### src/rtl/uart_arb_pkg.sv
// Shared types and defaults for the UART transmit arbiter.
package uart_arb_pkg;

    typedef enum logic [1:0] {
        StIdle,
        StLoad,
        StWait
    } arb_state_t;

    localparam int unsigned DefaultTimeoutCycles = 65535;

endpackage

### src/rtl/rr_picker.sv
// Combinational round-robin picker: first set request strictly after rr_ptr, wrapping.
module rr_picker
    import uart_arb_pkg::*;
#(
    parameter int unsigned NUM_REQ = 4
) (
    input  logic [NUM_REQ-1:0]         req,
    input  logic [$clog2(NUM_REQ)-1:0] rr_ptr,
    output logic [$clog2(NUM_REQ)-1:0] winner,
    output logic                       valid
);

    localparam int unsigned PtrW = $clog2(NUM_REQ);
    localparam int unsigned IdxW = PtrW + 1;
    localparam logic [IdxW-1:0] NumReqI = IdxW'(NUM_REQ);

    logic [2*NUM_REQ-1:0] req_dbl;

    assign req_dbl = {req, req};

    always_comb begin
        logic [IdxW-1:0] idx;
        logic [IdxW-1:0] wrapped;
        winner  = '0;
        valid   = 1'b0;
        idx     = '0;
        wrapped = '0;
        for (int unsigned i = 1; i <= NUM_REQ; i++) begin
            idx     = {1'b0, rr_ptr} + IdxW'(i);
            wrapped = (idx >= NumReqI) ? idx - NumReqI : idx;
            if (!valid && req_dbl[idx]) begin
                valid  = 1'b1;
                winner = wrapped[PtrW-1:0];
            end
        end
    end

endmodule

### src/rtl/uart_tx_arbiter.sv
// Shares one UART transmitter between NUM_REQ sources with round-robin packet-locked grants
// and a watchdog that releases a grant when tx_done never rises.
module uart_tx_arbiter
    import uart_arb_pkg::*;
#(
    parameter int unsigned NUM_REQ        = 4,
    parameter int unsigned TIMEOUT_CYCLES = DefaultTimeoutCycles
) (
    input  logic                 clk,
    input  logic                 rst,
    input  logic [NUM_REQ-1:0]   req,
    input  logic [8*NUM_REQ-1:0] req_data,
    input  logic [NUM_REQ-1:0]   req_last,
    output logic [NUM_REQ-1:0]   gnt,
    output logic [NUM_REQ-1:0]   ack,
    output logic                 trmt,
    output logic [7:0]           resp,
    input  logic                 tx_done,
    output logic                 busy,
    output logic                 err
);

    localparam int unsigned PtrW  = $clog2(NUM_REQ);
    localparam int unsigned WdogW = $clog2(TIMEOUT_CYCLES + 1);
    localparam logic [WdogW-1:0] WdogMax = WdogW'(TIMEOUT_CYCLES - 1);
    localparam logic [PtrW-1:0]  PtrInit = PtrW'(NUM_REQ - 1);

    arb_state_t         state_q, state_d;
    logic [NUM_REQ-1:0] gnt_q, gnt_d;
    logic [PtrW-1:0]    gnt_idx_q, gnt_idx_d;
    logic [NUM_REQ-1:0] ack_q, ack_d;
    logic               trmt_q, trmt_d;
    logic [7:0]         resp_q, resp_d;
    logic               last_q, last_d;
    logic               err_q, err_d;
    logic [PtrW-1:0]    rr_ptr_q, rr_ptr_d;
    logic [WdogW-1:0]   wdog_q, wdog_d;
    logic               tx_done_q;
    logic               done_rise;

    logic [PtrW-1:0]    pick_idx;
    logic               pick_valid;
    logic [7:0]         req_bytes [NUM_REQ];

    for (genvar g = 0; g < NUM_REQ; g++) begin : g_bytes
        assign req_bytes[g] = req_data[8*g +: 8];
    end

    rr_picker #(
        .NUM_REQ(NUM_REQ)
    ) u_picker (
        .req   (req),
        .rr_ptr(rr_ptr_q),
        .winner(pick_idx),
        .valid (pick_valid)
    );

    // Only the rising edge of the UART's level-type done is meaningful.
    assign done_rise = tx_done & ~tx_done_q;

    always_comb begin
        state_d   = state_q;
        gnt_d     = gnt_q;
        gnt_idx_d = gnt_idx_q;
        ack_d     = '0;
        trmt_d    = 1'b0;
        resp_d    = resp_q;
        last_d    = last_q;
        err_d     = 1'b0;
        rr_ptr_d  = rr_ptr_q;
        wdog_d    = wdog_q;

        unique case (state_q)
            StIdle: begin
                if (pick_valid) begin
                    gnt_d           = '0;
                    gnt_d[pick_idx] = 1'b1;
                    gnt_idx_d       = pick_idx;
                    resp_d          = req_bytes[pick_idx];
                    last_d          = req_last[pick_idx];
                    trmt_d          = 1'b1;
                    ack_d           = gnt_d;
                    state_d         = StLoad;
                end
            end
            StLoad: begin
                wdog_d  = '0;
                state_d = StWait;
            end
            StWait: begin
                wdog_d = wdog_q + 1'b1;
                if (done_rise) begin
                    if (!last_q && req[gnt_idx_q]) begin
                        resp_d  = req_bytes[gnt_idx_q];
                        last_d  = req_last[gnt_idx_q];
                        trmt_d  = 1'b1;
                        ack_d   = gnt_q;
                        state_d = StLoad;
                    end else begin
                        // Packet finished or abandoned by its requester.
                        rr_ptr_d = gnt_idx_q;
                        gnt_d    = '0;
                        state_d  = StIdle;
                    end
                end else if (wdog_q == WdogMax) begin
                    err_d    = 1'b1;
                    rr_ptr_d = gnt_idx_q;
                    gnt_d    = '0;
                    state_d  = StIdle;
                end
            end
            default: begin
                gnt_d   = '0;
                state_d = StIdle;
            end
        endcase
    end

    always_ff @(posedge clk) begin
        if (rst) begin
            state_q   <= StIdle;
            gnt_q     <= '0;
            gnt_idx_q <= '0;
            ack_q     <= '0;
            trmt_q    <= 1'b0;
            resp_q    <= 8'h00;
            last_q    <= 1'b0;
            err_q     <= 1'b0;
            rr_ptr_q  <= PtrInit;
            wdog_q    <= '0;
            tx_done_q <= 1'b0;
        end else begin
            state_q   <= state_d;
            gnt_q     <= gnt_d;
            gnt_idx_q <= gnt_idx_d;
            ack_q     <= ack_d;
            trmt_q    <= trmt_d;
            resp_q    <= resp_d;
            last_q    <= last_d;
            err_q     <= err_d;
            rr_ptr_q  <= rr_ptr_d;
            wdog_q    <= wdog_d;
            tx_done_q <= tx_done;
        end
    end

    assign gnt  = gnt_q;
    assign ack  = ack_q;
    assign trmt = trmt_q;
    assign resp = resp_q;
    assign err  = err_q;
    assign busy = (state_q != StIdle);

endmodule

### config.mk
export PLATFORM = sky130hd
export DESIGN_NAME = uart_tx_arbiter
export DESIGN_NICKNAME = d
export VERILOG_FILES = /design/src/rtl/uart_arb_pkg.sv /design/src/rtl/rr_picker.sv /design/src/rtl/uart_tx_arbiter.sv
export SDC_FILE = /design/constraint.sdc
export NUM_CORES = 1
export LEC_CHECK = 0
export ABC_CLOCK_PERIOD_IN_PS = 1900
export CORE_MARGIN = 8
export CORE_UTILIZATION = 44
export DETAILED_ROUTE_END_ITERATION = 8
export PLACE_DENSITY = 0.76
export SYNTH_ARGS = -nofsm -noshare
export SYNTH_HDL_FRONTEND = slang
export SYNTH_HIERARCHICAL = 1
export SYNTH_SLANG_ARGS = --single-unit
### constraint.sdc
create_clock -name clk -period 1.9 [get_ports clk]
set_input_delay 0.19 -clock clk [delete_from_list [all_inputs] [get_ports clk]]
set_output_delay 0.19 -clock clk [all_outputs]
set_load 0.005 [all_outputs]
==> impl_metrics.py, run 1 <==
metrics = {
    "clock_network": {
        "clk_latency_ns": 0.30,
        "htree_levels": 2,
        "cts_tree": "built",
        "clockBufferDepth": 2,
        "cts_made_buffers": 5,
        "ctsRootBufferMaster": "clkbuf_8",
        "path_clk_slew_ns": 0.08,
        "cts_num_sinks": 42,
        "holdBufCountCts": 0,
    },
    "layout": {
        "syn_to_final_growth_pct": 42.4,
        "final_common_cell": "clkdlybuf4s50_1",
        "final_area_um2": 3490,
        "drive_gt1_share_pct": 21.1,
        "final_nets": 390,
        "utilization_pct": 64.2,
        "final_cell_mix": "clkdlybuf4s50_1 (58), dfxtp_1 (39), buf_4 (28)",
        "antennaDiodeCount": 0,
    },
    "logic_synthesis": {
        "synthArstFlopShare_pct": 0,
        "ys_types": 39,
        "syn-num-nets": 304,
        "yosys_warnings": 6,
        "syn_area_per_cell_um2": 9.62,
        "yosysSeqAreaShare_pct": 34.3,
        "syn_inst": 255,
        "yosys_register_bits": 42,
        "netlist_area_um2": 2450,
        "synth-edff-count": 0,
        "ys.flop_type": "dfxtp_1",
    },
    "drt": {
        "first_pass_iters": 4,
        "routed_wirelength_mm": 6.25,
        "wl_per_cell_um": 15.1,
        "wl_met2_mm": 3.20,
        "wl_met1_mm": 2.62,
        "ant_nets": 0,
        "drtIter0Drc": 109,
        "vias": 2237,
        "via_per_inst": 5.40,
        "wl_met3_um": 276,
        "highest_layer": "met4",
        "drc_errors": 0,
    },
    "placed_design": {
        "gp_congestion": 0.803,
        "io_buffers": 61,
        "dpl.hpwl_mm": 4.78,
        "place_area_um2": 3340,
    },
    "worst_setup_path": {
        "slowest_delay_ns": 0.34,
        "cp_slowest_cell": "dfxtp_2",
        "setup.worst_path.class": "reg -> reg",
        "cp-start-kind": "flop",
        "crit_chain": "buf_4 -> a21oi_4 -> a31oi_2 -> a21oi_2 -> buf_6 -> mux4_2 -> mux2i_1 -> or3_1 -> a21oi_2",
        "cp.arrival_ns": 2.10,
        "path_common_cell": "a21oi_2",
        "r2r_start": "rr_ptr_q[1]",
        "cp_data_required_time_ns": 2.13,
        "regToRegEndpoint": "resp[1]",
        "worstPathMaxFanout": 5,
        "ff2ff_path_depth": 9,
        "reg2reg_slack_ns": 0.03,
        "end_kind": "flop",
    },
    "timing": {
        "slew_headroom_pct": 75.4,
        "timing.final.crit_share_pct": 98.4,
        "hold_violations": 0,
        "max_freq_mhz": 535,
        "setup_viol": 0,
        "drv_slew": 0,
        "rsz0062_at_grt": "true",
        "fin_skew_ns": 0.00783,
        "post-route-min-period_ns": 1.87,
        "worstMarginPinSlew_ns": 0.366,
    },
    "min_path": {
        "hold_class": "in -> reg",
        "holdPathStages": 2,
        "worstHoldStart": "tx_done",
        "hold-path-endpoint": "tx_done_q",
    },
    "die": {
        "rows": 27,
        "die_h_um": 90.7,
        "die-width_um": 90.7,
        "die_area_um2": 8220,
        "io_pins": 62,
        "start_util_pct": 45.1,
        "core_um2": 5440,
    },
    "global_routing": {
        "grt_pass1_vias": 2322,
        "grt_max_degree": 19,
        "track_usage_pct": 15.1,
        "antenna_found_initial": 0,
        "grt_pass1_wl_mm": 10.4,
        "overflow": 0,
    },
    "pwr": {
        "power.total_uw": 2670,
        "peakVddDrop_uv": 498,
        "p_leak_uw": 0.00133,
        "power_density_nw_per_um2": 765,
    },
    "run_status": {
        "status": "complete, no violations",
    },
    "run": {
        "max_cap_violations": 0,
    },
}
==> registers in the layout (all words and copies together) (netlist names) <==
signal,count
state_q,2
wdog_q,16
resp,8
rr_ptr_q,2
tx_done_q,1
ack,4
trmt,1
gnt,4
last_q,1
err,1
gnt_idx_q,2
==> routing by layer <==
layer | GRT usage, % | vias to the layer above
met5 | 0 | -
met2 | 26.4 | 51
met1 | 16.7 | 1079
met3 | 4.24 | 14
met4 | 6.80 | 0
li1 | - | 1093
==> worst max-delay path, delay by kind of cell, from the launching register on <==
family | cells | cell delay [ns]
AOI/OAI and AO/OA | 4 | 0.57
buffers and inverters | 2 | 0.31
DFF | 1 | 0.34
muxes | 2 | 0.24
and+or+nand+nor | 1 | 0.33
==> synth_stat cells, types with 2 or more instances <==
cell,instances,area share (%)
a211o_1,2,0.71
a21oi_1,21,4.3
a21oi_2,2,0.71
and2b_1,3,0.92
and3_1,2,0.51
and4_1,4,1.4
buf_1,3,0.46
buf_2,3,0.61
buf_4,2,0.61
clkbuf_1,5,0.77
dfxtp_1,42,34
ha_1,6,3.1
inv_1,10,1.5
mux2i_1,13,5.3
mux4_2,18,17
nand2_1,15,2.3
nand2b_1,10,2.6
nand3_1,6,1.2
nand3b_1,2,0.61
nand4_1,4,1.0
nor2_1,25,3.8
nor2b_1,3,0.77
nor3_1,3,0.61
o21ai_0,12,2.4
o21ai_1,2,0.41
o32ai_1,3,1.1
or3_1,11,2.8
xnor2_1,6,2.1
xor2_1,7,2.5
==> how the worst max path moves through the flow <==
stage | start | end | slack [ns] | depth (start not counted)
floorplan | rr_ptr_q[1] | resp[0] | 0.03 | 9
global placement | req[2] | resp[7] | -0.32 | 9
detailed placement | req[2] | resp[1] | -0.36 | 9
CTS | rr_ptr_q[1] | resp[1] | -0.01 | 9
global route | rr_ptr_q[1] | resp[7] | -0.06 | 8
finish | rr_ptr_q[1] | resp[1] | 0.03 | 9
==> metrics by stage <==
stage          hold WS, ns  worst slack, ns  TNS, ns  cells
2_1_floorplan        0.318           0.0276        0    255
3_3_place_gp         0.461           -0.324    -2.88    403
3_5_place_dp         0.467           -0.365    -3.48    403
4_1_cts              0.466          -0.0122  -0.0122    411
5_1_grt              0.459          -0.0603   -0.187    414
6_report             0.474           0.0303        0    414
==> repair_timing <==
action                                  CTS  global route
endpoints found under the setup margin   10            10
setup buffers                             0             2
gates resized for setup                   5            10
pin swaps                                 0             1
cloned                                    0             1
==> where the power goes <==
group	internal, uW	total [uW]	switching [uW]
clock	259	574	315
sequential	971	1020	52.3
combinational	616	1070	459
total	1850	2670	826
==> logic make-up (layout without fill, tap and decap cells) <==
logic type / after synthesis / count (layout) / synth area share [%]
DFF: 42 / 42 / 34.3
and+or+nand+nor: 90 / 90 / 19.3
xor gates and xnor gates: 13 / 13 / 4.64
adders and majority gates: 6 / 6 / 3.06
buffers and inverters: 24 / 111 / 4.44
AOI/OAI and AO/OA: 49 / 49 / 12.4
muxes: 31 / 31 / 21.8
==> area by class of cell <==
cell class                 instances  area (um^2)
multi-input combinational        189         1540
timing repair buffer              93          892
inverter                          10         37.5
fill                             444         1950
clock inverter                     2         13.8
tap                               72         90.1
sequential                        42          845
clock buffer                       6         72.6
No activity file was read; power rests on OpenSTA's default activity.
==> run 2: changes to the inputs <==
--- a/config.mk
+++ b/config.mk
@@ -5,9 +5,10 @@
 export SDC_FILE = /design/constraint.sdc
 export NUM_CORES = 1
 export LEC_CHECK = 0
+export ABC_AREA = 1
 export ABC_CLOCK_PERIOD_IN_PS = 1900
 export CORE_MARGIN = 8
-export CORE_UTILIZATION = 44
+export CORE_UTILIZATION = 46
 export DETAILED_ROUTE_END_ITERATION = 8
 export PLACE_DENSITY = 0.76
 export SYNTH_ARGS = -nofsm -noshare
==> constraint.sdc (replaced) <==
create_clock -name clk -period 1.9 [get_ports clk]
set_input_delay 0.19 -clock clk [delete_from_list [all_inputs] [get_ports clk]]
set_output_delay 0.19 -clock clk [all_outputs]
set_load 0.01 [all_outputs]
==> impl_metrics.py, run 2 <==
metrics = {
    "run_status": {
        "status": "complete, but fails checks",
        "violations": "negative setup slack",
    },
    "logic_synthesis": {
        "yosysSeqAreaShare_pct": 29.4,
        "syn_area_per_cell_um2": 5.91,
        "synth-edff-count": 0,
        "yosys.cell_count.top_type": "nand2_1",
        "syn-num-nets": 533,
        "netlist_area_um2": 2860,
        "post-synth-top-area-cell": "dfxtp_1",
        "synth.area.top_cells": "dfxtp_1 (29%), nand2_1 (23%), nor2_1 (9.6%)",
        "yosys_warnings": 6,
        "syn_inst": 484,
        "ys_types": 27,
        "ys.flop_type": "dfxtp_1",
        "synthArstFlopShare_pct": 0,
        "yosysTopAreaCellShare_pct": 29.4,
        "netlist_top_cells_count": "nand2_1 (173), nor2_1 (73), dfxtp_1 (42), inv_1 (42), o21ai_0 (25)",
        "yosys_register_bits": 42,
    },
    "pwr": {
        "comb_power_share_pct": 65.0,
        "clkPwrFrac_pct": 11.6,
        "switching_power_uw": 2380,
        "switching_share_pct": 46.3,
        "p_leak_uw": 0.00184,
        "internal-power_uw": 2760,
        "power_density_nw_per_um2": 1260,
        "power.total_uw": 5150,
        "p_seq_share_pct": 23.3,
        "peakVddDrop_uv": 968,
    },
    "worst_setup_path": {
        "cp_top_family": "simple AND/OR/NAND/NOR gates",
        "cp_data_required_time_ns": 2.09,
        "slowest_delay_ns": 0.39,
        "cp-start-kind": "flop",
        "setup.worst_path.class": "reg -> reg",
        "path_buf_inv": 4,
        "cp.arrival_ns": 2.30,
        "path_common_cell": "nand2_2",
        "crit_chain": "buf_12 -> nand2_2 -> nand2_2 -> nand3_1 -> nand2_2 -> inv_1 -> nand3_1 -> nand3_4 -> inv_2 -> nor2_4 -> buf_6 -> nand2_1 -> nand4_1 -> nand2_1 -> nand2_2 -> nor2_2 -> nor2_1",
        "worstPathMaxFanout": 8,
        "cp_slowest_cell": "dfxtp_4",
        "end_kind": "flop",
    },
    "die": {
        "start_util_pct": 48.1,
        "core_um2": 5960,
        "io_pins": 62,
        "die_area_um2": 9000,
        "die_h_um": 94.9,
        "die-width_um": 94.9,
        "rows": 28,
    },
    "drt": {
        "wl_met2_mm": 4.27,
        "wl_met1_mm": 3.85,
        "drc_errors": 0,
        "wl_per_cell_um": 13.6,
        "via_per_inst": 5.15,
        "wl_met3_um": 515,
        "ant_nets": 0,
        "drtIter0Drc": 204,
        "first_pass_iters": 5,
        "highest_layer": "met4",
        "vias": 3351,
        "routed_wirelength_mm": 8.85,
    },
    "clock_network": {
        "cts_tree": "built",
        "cts_made_buffers": 5,
        "htree_levels": 2,
        "ctsRootBufferMaster": "clkbuf_8",
        "holdBufCountCts": 0,
        "cts_num_sinks": 42,
        "clockBufferDepth": 2,
        "path_clk_slew_ns": 0.08,
        "clk_latency_ns": 0.29,
    },
    "global_routing": {
        "grt_pass1_vias": 3224,
        "grt_pass1_wl_mm": 14.5,
        "track_usage_pct": 19.8,
        "antenna_found_initial": 0,
        "grt_max_degree": 22,
        "overflow": 0,
    },
    "layout": {
        "drive_gt1_share_pct": 20.1,
        "syn_to_final_growth_pct": 42.5,
        "final_nets": 624,
        "utilization_pct": 68.5,
        "largest_reg_flops": 16,
        "antennaDiodeCount": 0,
        "top_register": "wdog_q",
        "fillers": 532,
        "final_common_cell": "nand2_1",
        "final_area_um2": 4080,
        "final_cell_mix": "nand2_1 (153), nor2_1 (67), clkdlybuf4s50_1 (60)",
    },
    "timing": {
        "rsz0062_at_grt": "true",
        "slew_headroom_pct": 78.1,
        "drv_slew": 0,
        "setup_tns_ns": -1.89,
        "fin_skew_ns": 0.00609,
        "worstMarginPinSlew_ns": 0.327,
        "hold_ws_ns": 0.481,
        "post-route-worst-setup-slack_ns": -0.211,
        "max_freq_mhz": 474,
        "post-route-min-period_ns": 2.11,
        "setup_viol": 16,
        "timing.final.crit_share_pct": 111,
        "hold_violations": 0,
    },
    "run": {
        "max_cap_violations": 0,
    },
    "placed_design": {
        "dpl.hpwl_mm": 6.39,
        "io_buffers": 61,
        "gp_congestion": 0.879,
        "place_area_um2": 3700,
    },
    "min_path": {
        "hold_class": "in -> reg",
    },
}
## run 2: cell count changes after synthesis, sizes merged, moves of 5 or more
cell | previous run | this run
nor2 | 25 | 80
buf | 9 | 14
nand2b | 10 | 0
nand4 | 4 | 16
or3 | 11 | 0
o21ai | 14 | 35
nand2 | 15 | 187
inv | 10 | 47
mux2i | 13 | 0
xor2 | 7 | 1
nand3 | 6 | 24
mux4 | 18 | 0
xnor2 | 6 | 0
## run 2: power groups by stage
stage | combinational, uW | clock, uW | sequential [uW]
6_report | 3350 | 599 | 1200
5_1_grt | 3700 | 654 | 1220
4_1_cts | 3220 | 607 | 1190
3_5_place_dp | 2890 | 0 | 1200
3_3_place_gp | 2860 | 0 | 1200
2_1_floorplan | 1890 | 0 | 1220
## run 2: tightest hold or removal path: cells and delay by family
kind	cells	cell delay [ns]
buf+inv	2	0.51
simple gates	1	0.03
## run 2: path summary, 6_finish.rpt
check / start / endpoint / slack (ns) / depth (start not counted)
hold / removal: tx_done / tx_done_q / 0.48 / 3
hold reg to reg: wdog_q[9] / wdog_q[9] / 0.49 / 2
setup / recovery: rr_ptr_q[0] / resp[3] / -0.21 / 17
setup reg to reg: rr_ptr_q[0] / resp[3] / -0.21 / 17
## run 2: final cells by class
| type | count | area [um^2] | area share (%) |
|---|---|---|---|
| multi-input cells | 378 | 1910 | 46.8 |
| clock inverters | 1 | 5.00 | 0.123 |
| repair buffers | 101 | 948 | 23.2 |
| inverters | 47 | 189 | 4.63 |
| flip-flops and latches | 42 | 848 | 20.8 |
| clock buffers | 7 | 86.3 | 2.12 |
| well taps | 75 | 93.8 | 2.30 |
## run 2: metrics by stage
| step | worst slack [ns] | instances |
|---|---|---|
| after floorplan | 0.0703 | 484 |
| after global placement | -0.360 | 635 |
| after detailed placement | -0.440 | 635 |
| after CTS | -0.131 | 651 |
| after global routing | -0.323 | 651 |
| final | -0.211 | 651 |
## run 2: per-layer routing
layer,vias to the layer above,GRT usage (%)
met1,1513,23.4
met5,-,0
met3,26,4.60
met2,108,34.0
li1,1704,-
met4,0,7.02
## run 2: what timing repair did
| action | 4_1_cts | 5_1_grt |
|---|---|---|
| endpoints found under the setup margin | 17 | 22 |
| cloned | 2 | 0 |
| setup buffers | 8 | 0 |
| gates resized for setup | 50 | 24 |
| pin swaps | 16 | 12 |
| hold endpoints to repair | 0 | 0 |
## run 2: kinds of logic (layout without fill, tap and decap cells)
group           Yosys count  after routing  share of synthesized area [%]
fa+ha+maj                 6              6                           2.62
xor+xnor                  1              1                          0.306
buf+inv                  64            156                           9.88
compound gates           61             61                           11.0
flops                    42             42                           29.4
simple gates            310            310                           46.8
==> run 3: changes to the inputs <==
--- a/config.mk
+++ b/config.mk
@@ -7,10 +7,13 @@
 export LEC_CHECK = 0
 export ABC_AREA = 1
 export ABC_CLOCK_PERIOD_IN_PS = 1900
+export CELL_PAD_IN_SITES_DETAIL_PLACEMENT = 1
+export CELL_PAD_IN_SITES_GLOBAL_PLACEMENT = 1
+export CORE_ASPECT_RATIO = 0.9
 export CORE_MARGIN = 8
-export CORE_UTILIZATION = 46
+export CORE_UTILIZATION = 31
 export DETAILED_ROUTE_END_ITERATION = 8
-export PLACE_DENSITY = 0.76
+export PLACE_DENSITY_LB_ADDON = 0.1
 export SYNTH_ARGS = -nofsm -noshare
 export SYNTH_HDL_FRONTEND = slang
 export SYNTH_HIERARCHICAL = 1
==> impl_metrics.py, run 3 (synthesis gave the netlist of run 2 again) <==
metrics = {
    "pwr": {
        "power_density_nw_per_um2": 1270,
        "peakVddDrop_uv": 619,
        "p_leak_uw": 0.00184,
    },
    "layout": {
        "final_cell_mix": "nand2_1 (151), nor2_1 (67), clkdlybuf4s50_1 (60)",
        "utilization_pct": 46.3,
        "final_common_cell": "nand2_1",
        "drive_gt1_share_pct": 21.0,
        "largest_reg_flops": 16,
        "seq_area_um2": 848,
        "fillers": 1197,
        "antennaDiodeCount": 0,
        "syn_to_final_growth_pct": 46.4,
        "final_cell_count_no_fill": 698,
        "final_nets": 624,
        "multiInputGateArea_um2": 1950,
        "top_register": "wdog_q",
    },
    "die": {
        "die_h_um": 107,
        "die_area_um2": 12600,
        "start_util_pct": 31.7,
        "die-width_um": 117,
        "io_pins": 62,
        "core_um2": 9040,
        "rows": 33,
    },
    "worst_setup_path": {
        "cp-start-kind": "flop",
        "reg2reg_slack_ns": -0.19,
        "worstPathMaxFanout": 8,
        "end_kind": "flop",
        "regToRegEndpoint": "resp[5]",
        "r2r_start": "rr_ptr_q[0]",
        "setup.worst_path.class": "reg -> reg",
        "cp.arrival_ns": 2.33,
        "cp_data_required_time_ns": 2.14,
        "ff2ff_path_depth": 17,
    },
    "drt": {
        "drc_errors": 0,
        "wl_per_cell_um": 15.3,
        "first_pass_iters": 4,
        "drtIter0Drc": 77,
        "vias": 3365,
        "ant_nets": 0,
        "routed_wirelength_mm": 10.7,
        "via_per_inst": 4.82,
    },
    "placed_design": {
        "dpl.hpwl_mm": 8.01,
        "io_buffers": 61,
        "dp.cells": 683,
        "gp_congestion": 0.815,
        "dp_slack_ns": -0.505,
    },
    "timing": {
        "setup_viol": 14,
        "worstMarginPinSlew_ns": 0.362,
        "post-route-worst-setup-slack_ns": -0.194,
        "rsz0062_at_grt": "true",
        "hold_violations": 0,
        "slew_headroom_pct": 75.8,
        "fin_skew_ns": 0.00608,
        "post-route-min-period_ns": 2.09,
        "setup_tns_ns": -1.68,
        "max_freq_mhz": 478,
        "hold_ws_ns": 0.471,
        "drv_slew": 0,
        "timing.final.crit_share_pct": 110,
    },
    "min_path": {
        "hold-path-endpoint": "tx_done_q",
        "worstHoldStart": "tx_done",
        "hold_class": "in -> reg",
        "holdPathStages": 3,
    },
    "global_routing": {
        "grt_pass1_wl_mm": 17.4,
        "grt_pass1_vias": 3726,
        "track_usage_pct": 17.4,
        "antenna_found_initial": 0,
        "overflow": 0,
        "grt_max_degree": 22,
    },
    "clock_network": {
        "clk_latency_ns": 0.30,
        "cts_num_sinks": 42,
        "clockBufferDepth": 2,
        "cts_made_buffers": 5,
        "holdBufCountCts": 0,
        "cts_tree": "built",
        "path_clk_slew_ns": 0.08,
        "ctsRootBufferMaster": "clkbuf_8",
        "htree_levels": 2,
    },
    "run": {
        "max_cap_violations": 0,
    },
    "run_status": {
        "status": "complete, but fails checks",
        "violations": "negative setup slack",
    },
}
-- run 3: report_power, final --
| group | total [uW] | switching [uW] | internal [uW] |
|---|---|---|---|
| clock | 612 | 318 | 294 |
| combinational | 3520 | 2040 | 1490 |
| sequential | 1200 | 142 | 1060 |
| total | 5340 | 2500 | 2840 |
-- run 3: worst max-delay path by stage --
stage          cells past startpoint      end  slack [ns]        start
6_report                          17  resp[5]       -0.19  rr_ptr_q[0]
3_5_place_dp                      16  resp[1]       -0.51       req[3]
3_3_place_gp                      16  resp[1]       -0.42       req[2]
4_1_cts                           16  resp[5]       -0.13  rr_ptr_q[0]
2_1_floorplan                     17   last_q        0.07  rr_ptr_q[0]
5_1_grt                           16  resp[5]       -0.36  rr_ptr_q[0]
-- run 3: critical path, cell delays in order (launching register included) --
cell and delay, ns:
dfxtp_4 0.37, buf_12 0.15, nand2_4 0.06, nand2_4 0.06
nand2_4 0.08, nand2_4 0.07, nor2_8 0.14, nand4_1 0.17
nand3_4 0.16, inv_2 0.06, nor2_4 0.15, buf_6 0.15
nand2_2 0.04, nand4_1 0.08, nand2_1 0.05, nand2_1 0.07
nor2_1 0.05, nor2_1 0.10
-- run 3: routing by layer --
metal  track usage [%]  part of all wire [%]
met5                 0                     0
met4              4.11                   1.3
met2              30.3                    48
met1              21.2                    46
met3              3.71                   4.3
-- run 3: timing repair --
item | CTS | global route
resized for setup | 39 | 39
setup endpoints to repair | 16 | 24
gates cloned | 2 | 0
pin swaps | 4 | 31
setup buffers | 2 | 3
-- run 3: cell type report --
class / count / area share, %
Timing Repair Buffer: 100 / 22.8
Timing Repair inverter: 1 / 0.179
Clock inverter: 1 / 0.119
Tap cell: 122 / 3.64
Multi-Input combinational cell: 378 / 46.6
Sequential cell: 42 / 20.2
Inverter: 47 / 4.42
Clock buffer: 7 / 2.06
-- run 3: through the flow --
| step | total power [uW] | cell area [um^2] |
|---|---|---|
| after detailed placement | 4350 | 3780 |
| final | 5340 | 4190 |
| after CTS | 5180 | 4020 |
| after global placement | 4260 | 3780 |
| after floorplan | 3110 | 2860 |
| after global routing | 5830 | 4190 |
